$ cat config.mk
export PLATFORM = sky130hd
export DESIGN_NAME = npc_step_ctrl
export DESIGN_NICKNAME = d
export VERILOG_FILES = /design/src/rtl/npc_ctrl_pkg.sv /design/src/rtl/npc_wdt.sv /design/src/rtl/npc_step_ctrl.sv
export SDC_FILE = /design/constraint.sdc
export NUM_CORES = 1
export LEC_CHECK = 0
export BUFFER_PORTS_ARGS = -buffer_cell sky130_fd_sc_hd__buf_2
export CAP_MARGIN = 20
export CORE_MARGIN = 2
export CORE_UTILIZATION = 42
export CTS_CLUSTER_SIZE = 20
export DETAILED_ROUTE_END_ITERATION = 6
export GPL_TIMING_DRIVEN = 0
export PLACE_DENSITY = 0.79
export RECOVER_POWER = 50
export SLEW_MARGIN = 30
export SYNTH_ARGS = -nofsm -noshare
export SYNTH_HDL_FRONTEND = slang
export SYNTH_HIERARCHICAL = 1
export SYNTH_SLANG_ARGS = --single-unit
$ cat constraint.sdc
create_clock -name clk -period 1.75 [get_ports clk]
set_input_delay 0.175 -clock clk [delete_from_list [all_inputs] [get_ports clk]]
set_output_delay 0.175 -clock clk [all_outputs]
set_load 0.02 [all_outputs]
$ cat src/rtl/npc_ctrl_pkg.sv
// npc_ctrl_pkg: shared types and constants for the NPC step controller and the
// decode LUT (state enum, halt codes, micro command layout and field values).
package npc_ctrl_pkg;

  localparam int MICRO_LEN = 13;

  // Micro command bit positions
  localparam int B_REGEN   = 12;
  localparam int B_PCJEN   = 11;
  localparam int B_PCREN   = 10;
  localparam int B_MWEN_HI = 9;
  localparam int B_MWEN_LO = 8;
  localparam int B_MREN_HI = 7;
  localparam int B_MREN_LO = 6;
  localparam int B_ALU_HI  = 5;
  localparam int B_ALU_LO  = 3;
  localparam int B_IMM_HI  = 2;
  localparam int B_IMM_LO  = 0;

  // Same layout as the bit positions above, MSB first
  typedef struct packed {
    logic       regen;
    logic       pcjen;
    logic       pcren;
    logic [1:0] mwen;
    logic [1:0] mren;
    logic [2:0] aluop;
    logic [2:0] imm_type;
  } micro_t;

  // MWEN / MREN encodings (also the LSU access size)
  localparam logic [1:0] MSZ_NONE = 2'b00;
  localparam logic [1:0] MSZ_B    = 2'b01;
  localparam logic [1:0] MSZ_H    = 2'b10;
  localparam logic [1:0] MSZ_W    = 2'b11;

  localparam logic [2:0] ALU_ADD  = 3'd0;
  localparam logic [2:0] ALU_SUB  = 3'd1;
  localparam logic [2:0] ALU_AND  = 3'd2;
  localparam logic [2:0] ALU_OR   = 3'd3;
  localparam logic [2:0] ALU_XOR  = 3'd4;
  localparam logic [2:0] ALU_SLT  = 3'd5;
  localparam logic [2:0] ALU_SLL  = 3'd6;
  localparam logic [2:0] ALU_SRL  = 3'd7;

  localparam logic [2:0] IMM_NONE = 3'd0;
  localparam logic [2:0] IMM_I    = 3'd1;
  localparam logic [2:0] IMM_S    = 3'd2;
  localparam logic [2:0] IMM_B    = 3'd3;
  localparam logic [2:0] IMM_U    = 3'd4;
  localparam logic [2:0] IMM_J    = 3'd5;

  typedef enum logic [2:0] {
    ST_FETCH  = 3'd0,
    ST_IWAIT  = 3'd1,
    ST_DECODE = 3'd2,
    ST_MEM    = 3'd3,
    ST_MWAIT  = 3'd4,
    ST_WB     = 3'd5,
    ST_HALT   = 3'd6
  } state_e;

  typedef enum logic [1:0] {
    HC_EBREAK  = 2'd0,
    HC_ILLEGAL = 2'd1,
    HC_TIMEOUT = 2'd2
  } halt_code_e;

endpackage

$ cat src/rtl/npc_wdt.sv
// npc_wdt: wait-state watchdog counter.
//   clr     - zero the count (state entry)
//   en      - count this cycle
//   expired - LIMIT cycles have been spent since the last clear
module npc_wdt #(
  parameter int unsigned LIMIT = 256
) (
  input  logic clk,
  input  logic rst,
  input  logic clr,
  input  logic en,
  output logic expired
);

  localparam int W = $clog2(LIMIT + 1);

  logic [W-1:0] cnt;

  // cnt holds the number of cycles already spent, so the LIMIT-th cycle sees LIMIT-1
  assign expired = (cnt == W'(LIMIT - 1));

  always_ff @(posedge clk or posedge rst) begin
    if (rst)                  cnt <= '0;
    else if (clr)             cnt <= '0;
    else if (en && !expired)  cnt <= cnt + 1'b1;
  end

endmodule

$ cat src/rtl/npc_step_ctrl.sv
// npc_step_ctrl: multi-cycle NPC control FSM, one instruction at a time:
// FETCH -> IWAIT -> DECODE -> [MEM -> MWAIT] -> WB, sticky HALT on ebreak,
// illegal instruction or (with NPC_MEM_TIMEOUT_EN) a wait-state timeout.
// Ports: IFU req/rsp handshake + inst_latch_en; decode LUT micro_cmd/hit/is_ebreak;
// LSU req/rsp handshake with lsu_we/lsu_size; rf_we/pc_we/pc_sel_jump strobes;
// registered alu_op/imm_type/pc_as_src; halt_valid/halt_code; retire_cnt; state_o.
// Build option: NPC_MEM_TIMEOUT_EN enables the npc_wdt wait-state watchdog.
module npc_step_ctrl
  import npc_ctrl_pkg::*;
#(
  parameter int unsigned TIMEOUT_CYCLES = 256
) (
  input  logic                 clk,
  input  logic                 rst,
  output logic                 ifu_req_valid,
  input  logic                 ifu_req_ready,
  input  logic                 ifu_rsp_valid,
  output logic                 inst_latch_en,
  input  logic [MICRO_LEN-1:0] micro_cmd,
  input  logic                 hit,
  input  logic                 is_ebreak,
  output logic                 lsu_req_valid,
  input  logic                 lsu_req_ready,
  output logic                 lsu_we,
  output logic [1:0]           lsu_size,
  input  logic                 lsu_rsp_valid,
  output logic                 rf_we,
  output logic                 pc_we,
  output logic                 pc_sel_jump,
  output logic [2:0]           alu_op,
  output logic [2:0]           imm_type,
  output logic                 pc_as_src,
  output logic                 halt_valid,
  output logic [1:0]           halt_code,
  output logic [31:0]          retire_cnt,
  output logic [2:0]           state_o
);

  state_e      state, state_d;
  micro_t      mc, micro_q;
  logic [1:0]  hcode_q, hcode_d;
  logic [31:0] retire_q;
  logic        tmo;

  assign mc = micro_t'(micro_cmd);

  always_ff @(posedge clk or posedge rst) begin
    if (rst) begin
      state    <= ST_FETCH;
      micro_q  <= '0;
      hcode_q  <= '0;
      retire_q <= '0;
    end else begin
      state   <= state_d;
      hcode_q <= hcode_d;
      if (state == ST_DECODE) micro_q  <= mc;
      if (state == ST_WB)     retire_q <= retire_q + 32'd1;
    end
  end

  always_comb begin
    state_d       = state;
    hcode_d       = hcode_q;
    ifu_req_valid = 1'b0;
    inst_latch_en = 1'b0;
    lsu_req_valid = 1'b0;
    lsu_we        = 1'b0;
    lsu_size      = 2'b00;
    rf_we         = 1'b0;
    pc_we         = 1'b0;
    pc_sel_jump   = 1'b0;
    case (state)
      ST_FETCH: begin
        // state sits at FETCH during reset; keep the request quiet until released
        ifu_req_valid = ~rst;
        if (ifu_req_ready) state_d = ST_IWAIT;
      end
      ST_IWAIT: begin
        if (ifu_rsp_valid) begin
          inst_latch_en = 1'b1;
          state_d       = ST_DECODE;
        end
      end
      ST_DECODE: begin
        if (!hit) begin
          state_d = ST_HALT;
          hcode_d = HC_ILLEGAL;
        end else if (is_ebreak) begin
          state_d = ST_HALT;
          hcode_d = HC_EBREAK;
        end else if ((mc.mwen != 2'b00) && (mc.mren != 2'b00)) begin
          state_d = ST_HALT;
          hcode_d = HC_ILLEGAL;
        end else if ((mc.mwen | mc.mren) != 2'b00) begin
          state_d = ST_MEM;
        end else begin
          state_d = ST_WB;
        end
      end
      ST_MEM: begin
        lsu_req_valid = 1'b1;
        lsu_we        = |micro_q.mwen;
        lsu_size      = micro_q.mwen | micro_q.mren;
        if (lsu_req_ready) state_d = ST_MWAIT;
      end
      ST_MWAIT: begin
        if (lsu_rsp_valid) state_d = ST_WB;
      end
      ST_WB: begin
        rf_we       = micro_q.regen;
        pc_we       = 1'b1;
        pc_sel_jump = micro_q.pcjen;
        state_d     = ST_FETCH;
      end
      ST_HALT: ;
      default: state_d = ST_FETCH;
    endcase
    if (tmo) begin
      state_d = ST_HALT;
      hcode_d = HC_TIMEOUT;
    end
  end

`ifdef NPC_MEM_TIMEOUT_EN
  logic in_wait, wdt_clr, wdt_exp;

  assign in_wait = state inside {ST_FETCH, ST_IWAIT, ST_MEM, ST_MWAIT};
  // any state change clears, so every wait state starts counting from zero
  assign wdt_clr = (state_d != state);
  assign tmo     = in_wait & wdt_exp;

  npc_wdt #(.LIMIT(TIMEOUT_CYCLES)) u_wdt (
    .clk     (clk),
    .rst     (rst),
    .clr     (wdt_clr),
    .en      (in_wait),
    .expired (wdt_exp)
  );
`else
  logic unused_tmo;
  assign unused_tmo = ^TIMEOUT_CYCLES;
  assign tmo        = 1'b0;
`endif

  assign alu_op     = micro_q.aluop;
  assign imm_type   = micro_q.imm_type;
  assign pc_as_src  = micro_q.pcren;
  assign halt_valid = (state == ST_HALT);
  assign halt_code  = hcode_q;
  assign retire_cnt = retire_q;
  assign state_o    = state;

endmodule

* Word-level counts from Yosys, hierarchy flattened
Cells that the tools add are included.
** Word-level totals
- Output and inout bits :: 54
- Bits of input ports :: 21
- Logic and storage cells :: 55
- Register bits :: 50
** Operators by class
- Bitwise gates (word level) :: 4
- Reductions and logical operators :: 8
- Add/sub/neg operators :: 1
- Muxes and demuxes :: 21
- Equality and inequality tests :: 11
** Operator list (count)
- 32-bit by 1-bit adder with 32-bit output, second input constant :: 1
- 3-bit 2-to-1 mux :: 8
- 3-bit one-hot mux with 6 select lines :: 1
- 3-bit == test, second input constant :: 3
- 1-bit 2-to-1 mux :: 8
- 2-bit 2-to-1 mux :: 4
- 2-bit != test, second input constant :: 4
- 3-bit by 2-bit == test with 1-bit output, second input constant :: 2
- 2-bit nonzero test :: 3
- 5-bit AND reduction :: 1
- 2-bit bitwise OR :: 2
- 3-bit by 1-bit == test with 1-bit output, second input constant :: 1
- 3-bit zero test :: 1
- 3-bit by 1-bit != test with 1-bit output, second input constant :: 1
- 1-bit NOT :: 2
- 2-bit AND reduction :: 1
- 2-bit OR reduction :: 1
- 1-bit logical AND :: 1

* Longest topological paths before layout
- Depth after elaboration :: 7
- Mapped depth :: 7
- Depth with buffers taken out :: 5

* Worst setup path before layout
OpenSTA, ideal clock, no wires.
- Path type :: register to register
- Start point :: register state[0], in the netlist state_o[0]
- End point :: register micro_q (netlist bit alu_op[2])
- Stages on the path, launching flop included :: 7
- Buffers on the path :: 3
- Required time :: 1.625 ns
- Clock period less this slack :: 1.687 ns
- Setup slack :: 0.063 ns
- Arrival :: 1.562 ns
- Setup time :: 0.125 ns
- Cells stage by stage :: dfrtp_1 clkbuf_2 nor2_1 and2_1 buf_2 buf_2 mux2_2
** On the way
- Cells in the longest elaborated chain, start to end :: 1
** Ends and longest elaborated chain
- start: declaration :: RTL line npc_step_ctrl.sv:39 : state_e state, state_d;
- start signal: assignment :: RTL line npc_step_ctrl.sv:54 : state <= state_d;
- 3-bit by 2-bit == test with 1-bit output :: RTL line npc_step_ctrl.sv:56 : if (state == ST_DECODE) micro_q <= mc;
- end signal: assignment :: RTL line npc_step_ctrl.sv:56
- end: declaration :: RTL line npc_step_ctrl.sv:40 : micro_t mc, micro_q;
Every way passes these cells.
A chain may end at the register's enable or synchronous reset.

* Worst setup path after layout
- Start point :: register retire_q[0], in the netlist retire_cnt[0]
- End point :: register retire_q[12], in the netlist retire_cnt[12]
** On the way
- Cells in the longest elaborated chain, start to end :: 1
** Ends and longest elaborated chain
- start: declaration :: RTL line npc_step_ctrl.sv:42 : logic [31:0] retire_q;
- start signal: assignment :: RTL line npc_step_ctrl.sv:57 : if (state == ST_WB) retire_q <= retire_q + 32'd1;
- 32-bit by 1-bit adder with 32-bit output :: RTL line npc_step_ctrl.sv:57
Every way passes these cells.

==> results_dict.tcl <==
set metrics [dict create \
    seq_area_frac_synth_pct 52.3 \
    die_area_um2 6200 \
    drive_gt1_share_pct 33.6 \
    clk_pin_slew_ns 0.08 \
    status "finished, final reports clean" \
    antenna_cells 0 \
    hold_path_class "in2reg" \
    synthSimpleGateAreaFrac_pct 21.3 \
    num_vias 1798 \
    endpoint_kind "flop" \
    grt_pass1_wl_mm 7.85 \
    antenna_found_initial 0 \
    cts_buffers 5 \
    syn_area_per_cell_um2 11.6 \
    mostFrequentLayoutCell "buf_2" \
    multi_input_area_um2 1010 \
    required_ns 1.92 \
    min_period_over_period_pct 91.9 \
    synthesis.nets 224 \
    synth_top_cell_by_area "dfrtp_1" \
    ys_async_sr_fraction_pct 100 \
    ir_worst_vdd_mv 0.567 \
    swShare_pct 34.9 \
    clk_latency_ns 0.29 \
    path_buf_inv 1 \
    maxSlewHeadroom_pct 33.9 \
    cts_tree "yes" \
    dp.cells 347 \
    drc 0 \
    hold_viol 0 \
    worstPathCellList "ha_1, nand2_1, nor4_4, buf_6, nand3_1, xnor2_1" \
    final-max-slew-violation-count 0 \
    final_cell_mix "buf_2, dfrtp_1, xnor2_1" \
    gp_congestion 0.775 \
    cts_sinks 49 \
    worst_ep_arrival_time_ns 1.78 \
    overflow 0 \
    worst_slew_pin_slew_ns 0.990 \
    yosys-top-cells-area "dfrtp_1, xnor2_1, mux2_2" \
    path_max_fanout 10 \
    p_leak_nw 1.40 \
    routed_wl_mm 4.66 \
    switching_power_mw 1.23 \
    syn_area_um2 2350 \
    fin_worst_skew_ns 0.00614 \
    syn-instance-count 202 \
    wl_per_cell_um 13.0 \
    yosysUniqueCellTypes 36 \
    yosys.area.top_type_share_pct 52.3 \
    cp_slowest_stage_delay_ns 0.42 \
    clock.fmax_mhz 622 \
    synthXorXnorAreaFrac_pct 11.6 \
    synth-compound-area-share_pct 2.83 \
    ys.flop_type "dfrtp_1" \
    place.port_buffers 73 \
    antenna_left 0 \
    timing.final.crit_period_ns 1.61 \
    final_nets 308 \
    ys_warn_count 6 \
    p_int_mw 2.29 \
    cp_top_family "simple AND/OR/NAND/NOR gates" \
    stdcell_count 358 \
    synth_top_family_by_area "simple AND/OR/NAND/NOR gates" \
    yosys.area_share.adder_pct 0.533 \
    cp-start-kind "flop" \
    htreeDepth 2 \
    dr.pass1.iters 4 \
    synth_seq_cells 49 \
    syn2layout_area_growth_pct 23.6 \
    grt_max_degree 50 \
    maxCapViolCount 0 \
    cp_slowest_cell "dfrtp_1" \
    synth_edf_count 0 \
    drtIter0Drc 100 \
    critical_path_class "reg2reg" \
    comb_power_share_pct 36.4 \
    dp_hpwl_mm 3.43 \
    die_w_um 78.7 \
    fp.dieH_um 78.7 \
    ios 75 \
    clkPwrFrac_pct 18.5 \
    core_region_area_um2 5440 \
    synthMuxAreaShare_pct 6.72 \
    power_density_nw_per_um2 1210 \
    grt_pass1_vias 1679 \
    p_seq_share_pct 45.1 \
    place_area_um2 2800 \
    n_fill_cell 508 \
    stdcell_area_um2 2900 \
    rows 27 \
    root_buffer "clkbuf_8" \
    cts_buffer_depth 2 \
    seq_area_um2 1230 \
    via_per_inst 5.02 \
    finalSetupViolCount 0 \
    grt_usage_pct 15.8 \
    start_util_pct 43.1 \
]
-- cell usage after synthesis (4+ instances only) --
master,instances
xnor2_1,28
and3_1,6
nand3_1,14
and2_1,5
buf_4,7
mux2_2,14
nor2b_1,5
dfrtp_1,49
nand2_1,11
nor2_1,9
nand4_1,12
inv_1,4
-- power groups by stage --
stage | registers [mW] | clock network (mW) | logic [mW]
final | 1.58 | 0.650 | 1.28
after global routing | 1.62 | 0.729 | 1.39
after CTS | 1.58 | 0.689 | 1.30
after detailed placement | 1.60 | 0 | 1.30
after global placement | 1.58 | 0 | 1.27
after floorplan | 1.68 | 0 | 0.840
-- registers in the layout (all words and copies together) (netlist names) --
name,flops
alu_op,3
halt_code,1
imm_type,3
micro_q,6
pc_as_src,1
retire_cnt,32
state_o,3
-- what timing repair did --
action	CTS	global route
pin swaps	1	3
hold buffers	1	0
endpoints found under the setup margin	12	34
gates resized for setup	0	8
setup buffers	0	4
endpoints found under the hold margin	24	0
-- logic make-up after synthesis --
logic type               Yosys count
flip-flops                        49
other                              1
AO/OA/AOI/OAI                     11
buffers and inverters             17
adder cells (fa/ha/maj)            1
AND/OR/NAND/NOR                   78
XOR/XNOR                          31
multiplexers                      14
-- area by class of cell --
| type | count | area share (%) |
|---|---|---|
| tap | 72 | 3.11 |
| timing repair buffer | 78 | 12.9 |
| multi-input combinational | 136 | 34.9 |
| buffer | 12 | 3.28 |
| inverter | 4 | 0.518 |
| clock buffer | 7 | 2.98 |
| sequential | 49 | 42.4 |
-- layer usage --
| layer | GRT usage (%) | routed length, um | vias up |
|---|---|---|---|
| met5 | 0 | 0 | - |
| met2 | 26.9 | 2360 | 45 |
| met1 | 20.8 | 2090 | 892 |
| li1 | - | - | 859 |
| met3 | 2.61 | 183 | 2 |
| met4 | 4.56 | 31 | 0 |
-- metrics by stage --
step	hold WS, ns	power, mW	utilization [%]	setup slack [ns]	TNS, ns
after floorplan	0.272	2.52	-	0.0630	0
after global placement	0.381	2.86	51.5	-0.253	-12.52
after detailed placement	0.312	2.90	51.6	-0.0625	-0.419
after CTS	0.0882	3.56	53.2	0.0146	0
after global routing	0.103	3.74	53.3	-0.00230	-0.00259
final	0.0974	3.51	53.3	0.142	0
-- worst paths after layout --
path	start	end	slack, ns	cells past startpoint
worst max-delay path	retire_cnt[0]	retire_cnt[12]	0.14	6
worst min-delay path	hit	halt_code[0]	0.1	2
worst max register to register	retire_cnt[0]	retire_cnt[12]	0.14	6
worst min register to register	retire_cnt[31]	retire_cnt[31]	0.47	1
max in group asynchronous	rst	state_o[2]	0.37	3
min in group asynchronous	rst	retire_cnt[6]	0.69	3
(Power assumes the default switching activity.)
